==> src/rtl/vga_tile_timing_pkg.sv <==
// ---------------------------------------------------------------------------
// vga_tile_timing_pkg
//
// Shared timing constants for the game display path. It holds the default
// 640x480 raster timings, the helpers that derive line/frame totals and
// counter widths, and the default sync polarity. The raster generator and
// the sprite/colour modules use these so they agree on one timing set.
//
// Contents:
//   *_DEF constants      default porch/sync/display widths and tile size
//   axis_total()         sync + back porch + display + front porch
//   count_width()        bits needed to hold 0..total
//   H_TOTAL_DEF/V_TOTAL_DEF  derived defaults (800 x 525)
//   AXIS_H/AXIS_V        indices of the horizontal/vertical tile axes
// ---------------------------------------------------------------------------
package vga_tile_timing_pkg;

  localparam int H_DISPLAY_DEF = 640;
  localparam int H_FRONT_DEF   = 18;
  localparam int H_SYNC_DEF    = 92;
  localparam int H_BACK_DEF    = 50;

  localparam int V_DISPLAY_DEF = 480;
  localparam int V_FRONT_DEF   = 10;
  localparam int V_SYNC_DEF    = 2;
  localparam int V_BACK_DEF    = 33;

  localparam int TILE_W_DEF    = 32;
  localparam int TILE_H_DEF    = 32;

  // 1: sync pulses are driven low while asserted.
  localparam bit SYNC_ACTIVE_LOW_DEF = 1'b1;

  localparam int COORD_W_DEF     = 10;
  localparam int FRAME_CNT_W_DEF = 8;

  // Total cycles (or lines) of one axis period.
  function automatic int axis_total(input int display, input int front,
                                    input int sync, input int back);
    return sync + back + display + front;
  endfunction

  // Width able to hold every value from 0 up to and including total.
  function automatic int count_width(input int total);
    return (total < 1) ? 1 : $clog2(total + 1);
  endfunction

  localparam int H_TOTAL_DEF = axis_total(H_DISPLAY_DEF, H_FRONT_DEF,
                                          H_SYNC_DEF, H_BACK_DEF);
  localparam int V_TOTAL_DEF = axis_total(V_DISPLAY_DEF, V_FRONT_DEF,
                                          V_SYNC_DEF, V_BACK_DEF);

  localparam int AXIS_H   = 0;
  localparam int AXIS_V   = 1;
  localparam int NUM_AXES = 2;

endpackage

==> src/rtl/vga_tile_timing_tile_axis_counter.sv <==
// ---------------------------------------------------------------------------
// tile_axis_counter
//
// Pixel coordinate, tile index and offset-inside-tile for one raster axis,
// built from increments only (no multiply/divide). The internal "cur_*"
// registers hold the value the next shown position will use; the output
// registers show that value while show is high and zero otherwise.
//
// Ports:
//   clk     in   clock
//   rst     in   asynchronous active-high reset
//   clear   in   this position is the first of the axis: its value is 0
//   step    in   advance the stored value after this position
//   show    in   drive the value onto the outputs (else outputs are 0)
//   pixel   out  [COORD_W] coordinate along the axis
//   tile    out  [COORD_W] tile index
//   offset  out  [COORD_W] offset inside the current tile
// ---------------------------------------------------------------------------
module tile_axis_counter #(
  parameter int TILE    = 32,
  parameter int COORD_W = 10
) (
  input  logic               clk,
  input  logic               rst,
  input  logic               clear,
  input  logic               step,
  input  logic               show,
  output logic [COORD_W-1:0] pixel,
  output logic [COORD_W-1:0] tile,
  output logic [COORD_W-1:0] offset
);

  localparam logic [COORD_W-1:0] OFF_LAST = COORD_W'(TILE - 1);
  localparam logic [COORD_W-1:0] ONE      = COORD_W'(1);

  logic [COORD_W-1:0] cur_pix_reg, cur_tile_reg, cur_off_reg;
  logic [COORD_W-1:0] use_pix, use_tile, use_off;
  logic [COORD_W-1:0] inc_pix, inc_tile, inc_off;

  always_comb begin
    use_pix  = clear ? '0 : cur_pix_reg;
    use_tile = clear ? '0 : cur_tile_reg;
    use_off  = clear ? '0 : cur_off_reg;

    inc_pix  = use_pix + ONE;
    inc_tile = use_tile;
    inc_off  = use_off + ONE;
    // Tile boundary: the offset folds back and the tile index moves on.
    // A partial last tile simply never reaches OFF_LAST.
    if (use_off == OFF_LAST) begin
      inc_off  = '0;
      inc_tile = use_tile + ONE;
    end
  end

  always_ff @(posedge clk or posedge rst) begin
    if (rst) begin
      cur_pix_reg  <= '0;
      cur_tile_reg <= '0;
      cur_off_reg  <= '0;
      pixel        <= '0;
      tile         <= '0;
      offset       <= '0;
    end else begin
      // step wins over clear: when both hit the same position the
      // increment is already taken from the cleared value.
      if (step) begin
        cur_pix_reg  <= inc_pix;
        cur_tile_reg <= inc_tile;
        cur_off_reg  <= inc_off;
      end else if (clear) begin
        cur_pix_reg  <= '0;
        cur_tile_reg <= '0;
        cur_off_reg  <= '0;
      end
      pixel  <= show ? use_pix  : '0;
      tile   <= show ? use_tile : '0;
      offset <= show ? use_off  : '0;
    end
  end

endmodule

==> src/rtl/vga_tile_timing.sv <==
// ---------------------------------------------------------------------------
// vga_tile_timing
//
// Parametrised VGA raster generator. A horizontal and a vertical counter
// walk each line/frame in the order sync, back porch, display, front
// porch. From them it derives sync pulses, the active-video flag, pixel
// coordinates and tile-grid coordinates. Tile coordinates come from two
// tile_axis_counter instances, so no multiply/divide is needed. Every
// output is registered one cycle after the counters and all outputs are
// mutually aligned.
//
// Build option: define VGA_TILE_TIMING_FRAME_CNT_EN to add the
// FRAME_CNT_W parameter and the o_frame_count port (completed frames,
// wrapping). Without it the port and the counter do not exist.
//
// Ports:
//   i_Clk                      in   pixel clock, one pixel per cycle
//   i_Rst                      in   asynchronous active-high reset
//   o_VGA_HSync / o_VGA_VSync  out  sync pulses (polarity SYNC_ACTIVE_LOW)
//   o_active                   out  high during visible pixels
//   o_pixel_x / o_pixel_y      out  [COORD_W] visible pixel coordinate
//   o_tile_col / o_tile_row    out  [COORD_W] tile index
//   o_tile_off_x/o_tile_off_y  out  [COORD_W] offset inside the tile
//   o_line_start               out  first active pixel of each visible line
//   o_frame_end                out  cycle right after last active pixel
//   o_frame_count              out  [FRAME_CNT_W] completed frames (option)
// ---------------------------------------------------------------------------
module vga_tile_timing
  import vga_tile_timing_pkg::*;
#(
  parameter int H_DISPLAY       = H_DISPLAY_DEF,
  parameter int H_FRONT         = H_FRONT_DEF,
  parameter int H_SYNC          = H_SYNC_DEF,
  parameter int H_BACK          = H_BACK_DEF,
  parameter int V_DISPLAY       = V_DISPLAY_DEF,
  parameter int V_FRONT         = V_FRONT_DEF,
  parameter int V_SYNC          = V_SYNC_DEF,
  parameter int V_BACK          = V_BACK_DEF,
  parameter int TILE_W          = TILE_W_DEF,
  parameter int TILE_H          = TILE_H_DEF,
  parameter bit SYNC_ACTIVE_LOW = SYNC_ACTIVE_LOW_DEF,
  parameter int COORD_W         = COORD_W_DEF
`ifdef VGA_TILE_TIMING_FRAME_CNT_EN
  ,
  parameter int FRAME_CNT_W     = FRAME_CNT_W_DEF
`endif
) (
  input  logic               i_Clk,
  input  logic               i_Rst,
  output logic               o_VGA_HSync,
  output logic               o_VGA_VSync,
  output logic               o_active,
  output logic [COORD_W-1:0] o_pixel_x,
  output logic [COORD_W-1:0] o_pixel_y,
  output logic [COORD_W-1:0] o_tile_col,
  output logic [COORD_W-1:0] o_tile_row,
  output logic [COORD_W-1:0] o_tile_off_x,
  output logic [COORD_W-1:0] o_tile_off_y,
  output logic               o_line_start,
  output logic               o_frame_end
`ifdef VGA_TILE_TIMING_FRAME_CNT_EN
  ,
  output logic [FRAME_CNT_W-1:0] o_frame_count
`endif
);

  localparam int H_TOTAL = axis_total(H_DISPLAY, H_FRONT, H_SYNC, H_BACK);
  localparam int V_TOTAL = axis_total(V_DISPLAY, V_FRONT, V_SYNC, V_BACK);
  localparam int H_CW    = count_width(H_TOTAL);
  localparam int V_CW    = count_width(V_TOTAL);

  localparam logic [H_CW-1:0] H_LAST      = H_CW'(H_TOTAL - 1);
  localparam logic [H_CW-1:0] H_SYNC_END  = H_CW'(H_SYNC);
  localparam logic [H_CW-1:0] H_ACT_START = H_CW'(H_SYNC + H_BACK);
  localparam logic [H_CW-1:0] H_ACT_LAST  = H_CW'(H_SYNC + H_BACK + H_DISPLAY - 1);

  localparam logic [V_CW-1:0] V_LAST      = V_CW'(V_TOTAL - 1);
  localparam logic [V_CW-1:0] V_SYNC_END  = V_CW'(V_SYNC);
  localparam logic [V_CW-1:0] V_ACT_START = V_CW'(V_SYNC + V_BACK);
  localparam logic [V_CW-1:0] V_ACT_LAST  = V_CW'(V_SYNC + V_BACK + V_DISPLAY - 1);

  localparam logic SYNC_ON  = SYNC_ACTIVE_LOW ? 1'b0 : 1'b1;
  localparam logic SYNC_OFF = ~SYNC_ON;

  // Raster position
  logic [H_CW-1:0] h_cnt_reg, h_cnt_next;
  logic [V_CW-1:0] v_cnt_reg, v_cnt_next;

  // Position decode (combinational, for the current counter values)
  logic h_act, v_act, h_first, h_last, v_first, v_last, active;

  // Registered outputs
  logic hsync_reg, vsync_reg, active_reg, line_start_reg, frame_end_reg;
  // Last active pixel of the frame is on the outputs this cycle
  logic last_px_reg;

  // Per-axis tile counter hookup
  logic               axis_clear  [NUM_AXES];
  logic               axis_step   [NUM_AXES];
  logic [COORD_W-1:0] axis_pixel  [NUM_AXES];
  logic [COORD_W-1:0] axis_tile   [NUM_AXES];
  logic [COORD_W-1:0] axis_offset [NUM_AXES];

  always_comb begin
    h_act   = (h_cnt_reg >= H_ACT_START) && (h_cnt_reg <= H_ACT_LAST);
    v_act   = (v_cnt_reg >= V_ACT_START) && (v_cnt_reg <= V_ACT_LAST);
    h_first = (h_cnt_reg == H_ACT_START);
    h_last  = (h_cnt_reg == H_ACT_LAST);
    v_first = (v_cnt_reg == V_ACT_START);
    v_last  = (v_cnt_reg == V_ACT_LAST);
    active  = h_act && v_act;

    h_cnt_next = h_cnt_reg + H_CW'(1);
    v_cnt_next = v_cnt_reg;
    if (h_cnt_reg == H_LAST) begin
      h_cnt_next = '0;
      v_cnt_next = (v_cnt_reg == V_LAST) ? '0 : v_cnt_reg + V_CW'(1);
    end
  end

  // Horizontal axis: restart at each line's first visible pixel, advance
  // on every visible pixel.
  assign axis_clear[AXIS_H] = h_first && v_act;
  assign axis_step[AXIS_H]  = active;
  // Vertical axis: restart at the frame's first visible pixel, advance
  // once per visible line on its last visible pixel.
  assign axis_clear[AXIS_V] = h_first && v_first;
  assign axis_step[AXIS_V]  = h_last && v_act;

  genvar gi;
  generate
    for (gi = 0; gi < NUM_AXES; gi++) begin : g_axis
      tile_axis_counter #(
        .TILE    ((gi == AXIS_H) ? TILE_W : TILE_H),
        .COORD_W (COORD_W)
      ) u_axis (
        .clk    (i_Clk),
        .rst    (i_Rst),
        .clear  (axis_clear[gi]),
        .step   (axis_step[gi]),
        .show   (active),
        .pixel  (axis_pixel[gi]),
        .tile   (axis_tile[gi]),
        .offset (axis_offset[gi])
      );
    end
  endgenerate

  always_ff @(posedge i_Clk or posedge i_Rst) begin
    if (i_Rst) begin
      h_cnt_reg      <= '0;
      v_cnt_reg      <= '0;
      hsync_reg      <= SYNC_OFF;
      vsync_reg      <= SYNC_OFF;
      active_reg     <= 1'b0;
      line_start_reg <= 1'b0;
      last_px_reg    <= 1'b0;
      frame_end_reg  <= 1'b0;
    end else begin
      h_cnt_reg      <= h_cnt_next;
      v_cnt_reg      <= v_cnt_next;
      hsync_reg      <= (h_cnt_reg < H_SYNC_END) ? SYNC_ON : SYNC_OFF;
      vsync_reg      <= (v_cnt_reg < V_SYNC_END) ? SYNC_ON : SYNC_OFF;
      active_reg     <= active;
      line_start_reg <= h_first && v_act;
      last_px_reg    <= h_last && v_last;
      // One cycle behind the last visible pixel, so it lands on the first
      // blank position even when the front porch is zero wide.
      frame_end_reg  <= last_px_reg;
    end
  end

`ifdef VGA_TILE_TIMING_FRAME_CNT_EN
  logic [FRAME_CNT_W-1:0] frame_count_reg;

  // Steps on the same edge that raises o_frame_end.
  always_ff @(posedge i_Clk or posedge i_Rst) begin
    if (i_Rst) begin
      frame_count_reg <= '0;
    end else if (last_px_reg) begin
      frame_count_reg <= frame_count_reg + FRAME_CNT_W'(1);
    end
  end

  assign o_frame_count = frame_count_reg;
`endif

  assign o_VGA_HSync  = hsync_reg;
  assign o_VGA_VSync  = vsync_reg;
  assign o_active     = active_reg;
  assign o_line_start = line_start_reg;
  assign o_frame_end  = frame_end_reg;
  assign o_pixel_x    = axis_pixel[AXIS_H];
  assign o_pixel_y    = axis_pixel[AXIS_V];
  assign o_tile_col   = axis_tile[AXIS_H];
  assign o_tile_row   = axis_tile[AXIS_V];
  assign o_tile_off_x = axis_offset[AXIS_H];
  assign o_tile_off_y = axis_offset[AXIS_V];

endmodule

==> config.mk <==
export PLATFORM = sky130hd
export DESIGN_NAME = vga_tile_timing
export DESIGN_NICKNAME = d
export VERILOG_FILES = /design/src/rtl/vga_tile_timing_pkg.sv /design/src/rtl/vga_tile_timing_tile_axis_counter.sv /design/src/rtl/vga_tile_timing.sv
export SDC_FILE = /design/constraint.sdc
export NUM_CORES = 1
export LEC_CHECK = 0
export CORE_ASPECT_RATIO = 0.8
export CORE_MARGIN = 2
export CORE_UTILIZATION = 53
export CTS_BUF_LIST = sky130_fd_sc_hd__clkbuf_2
export DETAILED_ROUTE_END_ITERATION = 6
export PLACE_DENSITY_LB_ADDON = 0.3
export SETUP_SLACK_MARGIN = 0.5
export SLEW_MARGIN = 20
export SYNTH_ARGS = -nofsm -noshare
export SYNTH_HDL_FRONTEND = slang
export SYNTH_SLANG_ARGS = --single-unit
==> constraint.sdc <==
create_clock -name i_Clk -period 4.9 [get_ports i_Clk]
set_clock_uncertainty 0.05 [all_clocks]
set_input_delay 0.98 -clock i_Clk [delete_from_list [all_inputs] [get_ports i_Clk]]
set_output_delay 0.98 -clock i_Clk [all_outputs]
set_load 0.02 [all_outputs]
# Yosys cells after proc, flatten, opt, wreduce, memory -nomap -nowiden
# Cells that the tools add are included.
# op_classes
n_addsub	8
order_cmp	6
eq_ne	8
mux	26
n_reduce_logical	7
# ops
cell	n
2-to-1 mux 10 bit	24
adder 10 x 1 -> 10 bit (second input constant)	8
== test 10 bit (second input constant)	4
== test 10 x 5 -> 1 bit (second input constant)	2
<= comparator 10 bit (second input constant)	2
== test 10 x 6 -> 1 bit (second input constant)	1
== test 10 x 8 -> 1 bit (second input constant)	1
greater-or-equal comparator 10 x 6 -> 1 bit (second input constant)	1
greater-or-equal comparator 10 x 8 -> 1 bit (second input constant)	1
less-than comparator 10 x 2 -> 1 bit (second input constant)	1
less-than comparator 10 x 7 -> 1 bit (second input constant)	1
logical AND 1 bit	7
2-to-1 mux 1 bit	2
# totals
register_bits	146
in_bits	2
output_inout_bits	65
wordCells	75

# Depth between registers and ports, before layout
# depth
word_depth	7
depth_mapped	13

# Cells and area by module
# A second synthesis with hierarchy kept.
# unflattened
hier_cells	574
hier_area_um2	6322.3
# modules_own_cells
mod	instances	cells_each	area_per_inst_um2	seq_area_each_um2
tile_axis_counter at g_axis[0].u_axis	1	214	2494.9	1501.4
tile_axis_counter at g_axis[1].u_axis	1	222	2439.8	1501.4
vga_tile_timing	1	138	1387.6	653.1

# Worst setup path after synthesis
# OpenSTA, ideal clock, no wires.
# synth_path
path_kind	register -> register
from	reg v_cnt_reg[1]
to	reg g_axis[0].u_axis.cur_tile_reg[5]
setup_ns	0.079
t_arrival_ns	3.331
t_required_ns	4.771
slack_ns	1.439
path_stages_with_launch	13
n_path_buf	1
path_cell_list	dfrtp_1 -> ha_1 -> nor4_1 -> o22ai_1 -> o21ai_2 -> buf_2 -> and2_1 -> ha_1 -> nand4_1 -> nor3_1 -> nand3_1 -> nor4_1 -> mux2i_1
# synth_between
elab_chain_cells	7
# synth_lines
element	line	rtl
from (decl)	vga_tile_timing.sv:87	logic [V_CW-1:0] v_cnt_reg, v_cnt_next;
from (signal assigned)	vga_tile_timing.sv:161	v_cnt_reg <= v_cnt_next;
greater-or-equal comparator 10 x 6 -> 1 bit or <= comparator 10 bit (tied branches)	vga_tile_timing.sv:106	v_act = (v_cnt_reg >= V_ACT_START) && (v_cnt_reg <= V_ACT_LAST);
logical AND 1 bit *	vga_tile_timing.sv:106	
logical AND 1 bit	vga_tile_timing.sv:123	assign axis_clear[AXIS_H] = h_first && v_act;
2-to-1 mux 10 bit (on tied branches)	vga_tile_timing_tile_axis_counter.sv:42, vga_tile_timing_tile_axis_counter.sv:43	
adder 10 x 1 -> 10 bit or == test 10 x 5 -> 1 bit (tied branches)	vga_tile_timing_tile_axis_counter.sv:52, vga_tile_timing_tile_axis_counter.sv:50	
2-to-1 mux 10 bit	vga_tile_timing_tile_axis_counter.sv:50	if (use_off == OFF_LAST) begin
2-to-1 mux 10 bit *	vga_tile_timing_tile_axis_counter.sv:67	if (step) begin
to (signal assigned)	vga_tile_timing_tile_axis_counter.sv:69	cur_tile_reg <= inc_tile;
to (decl)	vga_tile_timing_tile_axis_counter.sv:36	logic [COORD_W-1:0] cur_pix_reg, cur_tile_reg, cur_off_reg;
# Mark *: on every way between the ends. The rest lies on a longest branch, timed or not.
# A chain may end at the register's enable or synchronous reset.

# Worst setup path after layout
# layout_path
from	reg v_cnt_reg[1]
to	reg g_axis[0].u_axis.cur_tile_reg[8]
# The elaborated chain is that of the path after synthesis.

==> impl_results.md <==
- Worst Reg-to-Reg Cells: 13
- Cell-by-cell trace of the critical path: ha_1 > nor4_1 > o22ai_1 > buf_4 > o21ai_2 > buf_4 > and2_1 > ha_1 > nand3_1 > nor4_1 > o211ai_1 > or4_1 > a21oi_1
- Htree depth: 4
- VDD IR max: 140.7 uV
- Startpoint types: register
- Tmin final: 3845 ps
- Leading cell type in the layout, fill and taps excluded: dfrtp_1
- Slew headroom: 0.4806
- Iter 0 DRT Violations: 429
- Worst min path class: register to register
- Slack of the critical path: 1055 ps
- Hold Crit Depth: 0
- 1st-pass router iterations: 6
- Number of global-route vias before repair: 4754
- Register area share after synthesis: 0.5474
- RSZ-0062 raised after global routing: no
- DR DRC count: 0
- Worst-path fanout max: 23
- Post-synth top area share: 0.5395
- Clock sink count: 146
- Pwr Density: 248.0 mW/mm2
- R2r setup slk: 1060 ps
- Yosys reg bits: 146
- Setup TNS: 0 ps
- Largest net degree at the start of global routing: 99
- Ant. Diodes: 0
- Setup bufs post-CTS: 0
- Clock Tree Root: clkbuf_2
- RePlAce Congestion: 0.9529
- Via/cell ratio: 5.660
- Clock latency on the worst-skew pair: 700 ps
- CTS tree: built
- Synthesized area: 0.006679 mm2
- Worst setup EP type: register
- Top FF cell, synth: dfrtp_1
- Dominant cells by area after synthesis: dfrtp_1, and2_1, nand2_1
- Asr flop ratio synth: 1.000
- Final hold vios: 0
- GR Util All Layers: 0.2268
- Area occupied by multi-input gates: 0.002841 mm2
- Worst path max stage delay: 480 ps
- Final wirelength: 14.22 mm
- CP Class: register to register
- Area leader, netlist: dfrtp_1
- P_leak: 0.003532 uW
- Final setup violation count: 0
- Core region area: 0.01225 mm2
- Syn. warnings: 0
- Library cells used by synthesis: 65
- Avg WL per Cell: 16.32 um
- Io pins: 67
- GRT Residual Overflow: 0
- Number of I/O port buffers: 66
- Avg Inst Size Synth: 10.79 um2
- CTS max path bufs: 2
- Antenna violations before repair: 0
- Outcome: finished clean
- Routed vias: 4930
- Crit share post-route: 0.7846
- Starting density of the core: 0.5451
- Post-synth EDFFs: 0
- First-pass GRT wire length: 24.08 mm
- Post-synth net total: 635
- CTS Buf Count: 17
- RR Startpoint: v_cnt_reg[1]
- Post-CTS Hold Buffers: 0
- Layout area overhead: 16.50%
- Die area: 0.01352 mm2
- Hpwl dp: 9.724 mm
- Antenna Nets Post-Route: 0
- Slew Limit Fails: 0
- Register Area: 0.003656 mm2
- Reg-to-Reg End: g_axis[0].u_axis.cur_tile_reg[8]
- Row count: 36
- Commonest cells after routing, fill and taps aside: dfrtp_1, and2_1, clkdlybuf4s50_1, nand2_1, nand3_1
- Hold wc startpoint: last_px_reg
- Share of layout cells above drive strength 1: 0.1014
- Clk pin slew, worst setup/hold paths: 180 ps
- Slowest CP cell: dfrtp_1
- MaxCap Viol Count: 0
- Worst-Margin Slew: 774.9 ps
- Arr. time, crit path: 4420 ps
- Layout net count: 703
- Die Width: 129.5 um
- Fillcell total: 1015
- Max Fclk: 260.1 MHz
- Worst hold endpoint: o_frame_end
- Mapped Cells: 619
- Post-placement setup slack: 1158 ps
- Cts repair resizes: 0
- Data required, critical path: 5480 ps
- Die Span Y: 104.4 um
-- worst max-delay path: cells and delay by family (launching register included) --
family          cells  cell delay (ps)
simple gates        5             1360
compound gates      4              850
buf+inv             2              560
flops               1              480
fa+ha+maj           2              480
-- stage by stage --
step / power [uW] / instance area [um2] / hold WS (ps) / std cells / util
2_1_floorplan: 1246 / 6683 / 281.2 / 619 / -
3_3_place_gp: 1254 / 7515 / 287.5 / 838 / 0.6134
3_5_place_dp: 1255 / 7515 / 296.6 / 838 / 0.6134
4_1_cts: 1952 / 7756 / 335.8 / 870 / 0.6331
5_1_grt: 2016 / 7781 / 350.2 / 871 / 0.6351
6_report: 1930 / 7781 / 330.7 / 871 / 0.6351
-- cell families after synthesis --
group	count (synthesis)	share of synthesized area
compound gates	92	0.09686
xor+xnor	31	0.04065
fa+ha+maj	14	0.02623
buf+inv	42	0.02960
flops	146	0.5474
mux	13	0.02042
simple gates	281	0.2389
-- cell type report --
class	instances	area share
flip-flops and latches	146	0.4699
multi-input cells	431	0.3652
repair buffers	78	0.09969
well taps	171	0.02750
clock inverters	11	0.01753
clock buffers	21	0.01351
inverters	13	0.006753
-- worst max path at each step --
stage	slack [ps]	start	to
after CTS	1130	v_cnt_reg[1]	g_axis[0].u_axis.cur_tile_reg[8]
after detailed placement	1160	v_cnt_reg[1]	g_axis[0].u_axis.cur_tile_reg[8]
after global routing	740	v_cnt_reg[1]	g_axis[0].u_axis.cur_tile_reg[8]
after global placement	1410	h_cnt_reg[4]	g_axis[1].u_axis.cur_tile_reg[1]
final	1060	v_cnt_reg[1]	g_axis[0].u_axis.cur_tile_reg[8]
after floorplan	1440	v_cnt_reg[1]	g_axis[0].u_axis.cur_tile_reg[5]
-- cells in the mapped netlist (3+ instances only) --
master / instances
ha_1: 14
o211ai_1: 4
o2111ai_1: 7
nand4_1: 12
and3_1: 15
mux2i_1: 8
a21oi_1: 24
nand2_1: 52
or3_1: 14
o21ai_0: 21
inv_1: 11
xor2_1: 21
nand3_1: 31
o21a_1: 3
xnor2_1: 10
nor3_1: 11
and2_1: 66
nor4_1: 13
buf_2: 9
nor2_1: 29
mux2_2: 5
clkbuf_1: 14
nand2b_1: 9
buf_6: 3
dfrtp_1: 144
or4_1: 13
o31ai_1: 12
-- layer usage --
layer,GRT usage,part of all wire
met2,0.3207,0.45
met3,0.06790,0.070
met5,0,0
met1,0.3357,0.47
met4,0.07296,0.016
-- report_power, final --
| part | internal [uW] | leakage, uW | switching, uW |
|---|---|---|---|
| registers | 1210 | 0.00202 | 0 |
| clock network | 288 | 0.000149 | 408 |
| logic | 4.12 | 0.00136 | 23.0 |
| total | 1500 | 0.00353 | 431 |
No activity file was read; power rests on OpenSTA's default activity.
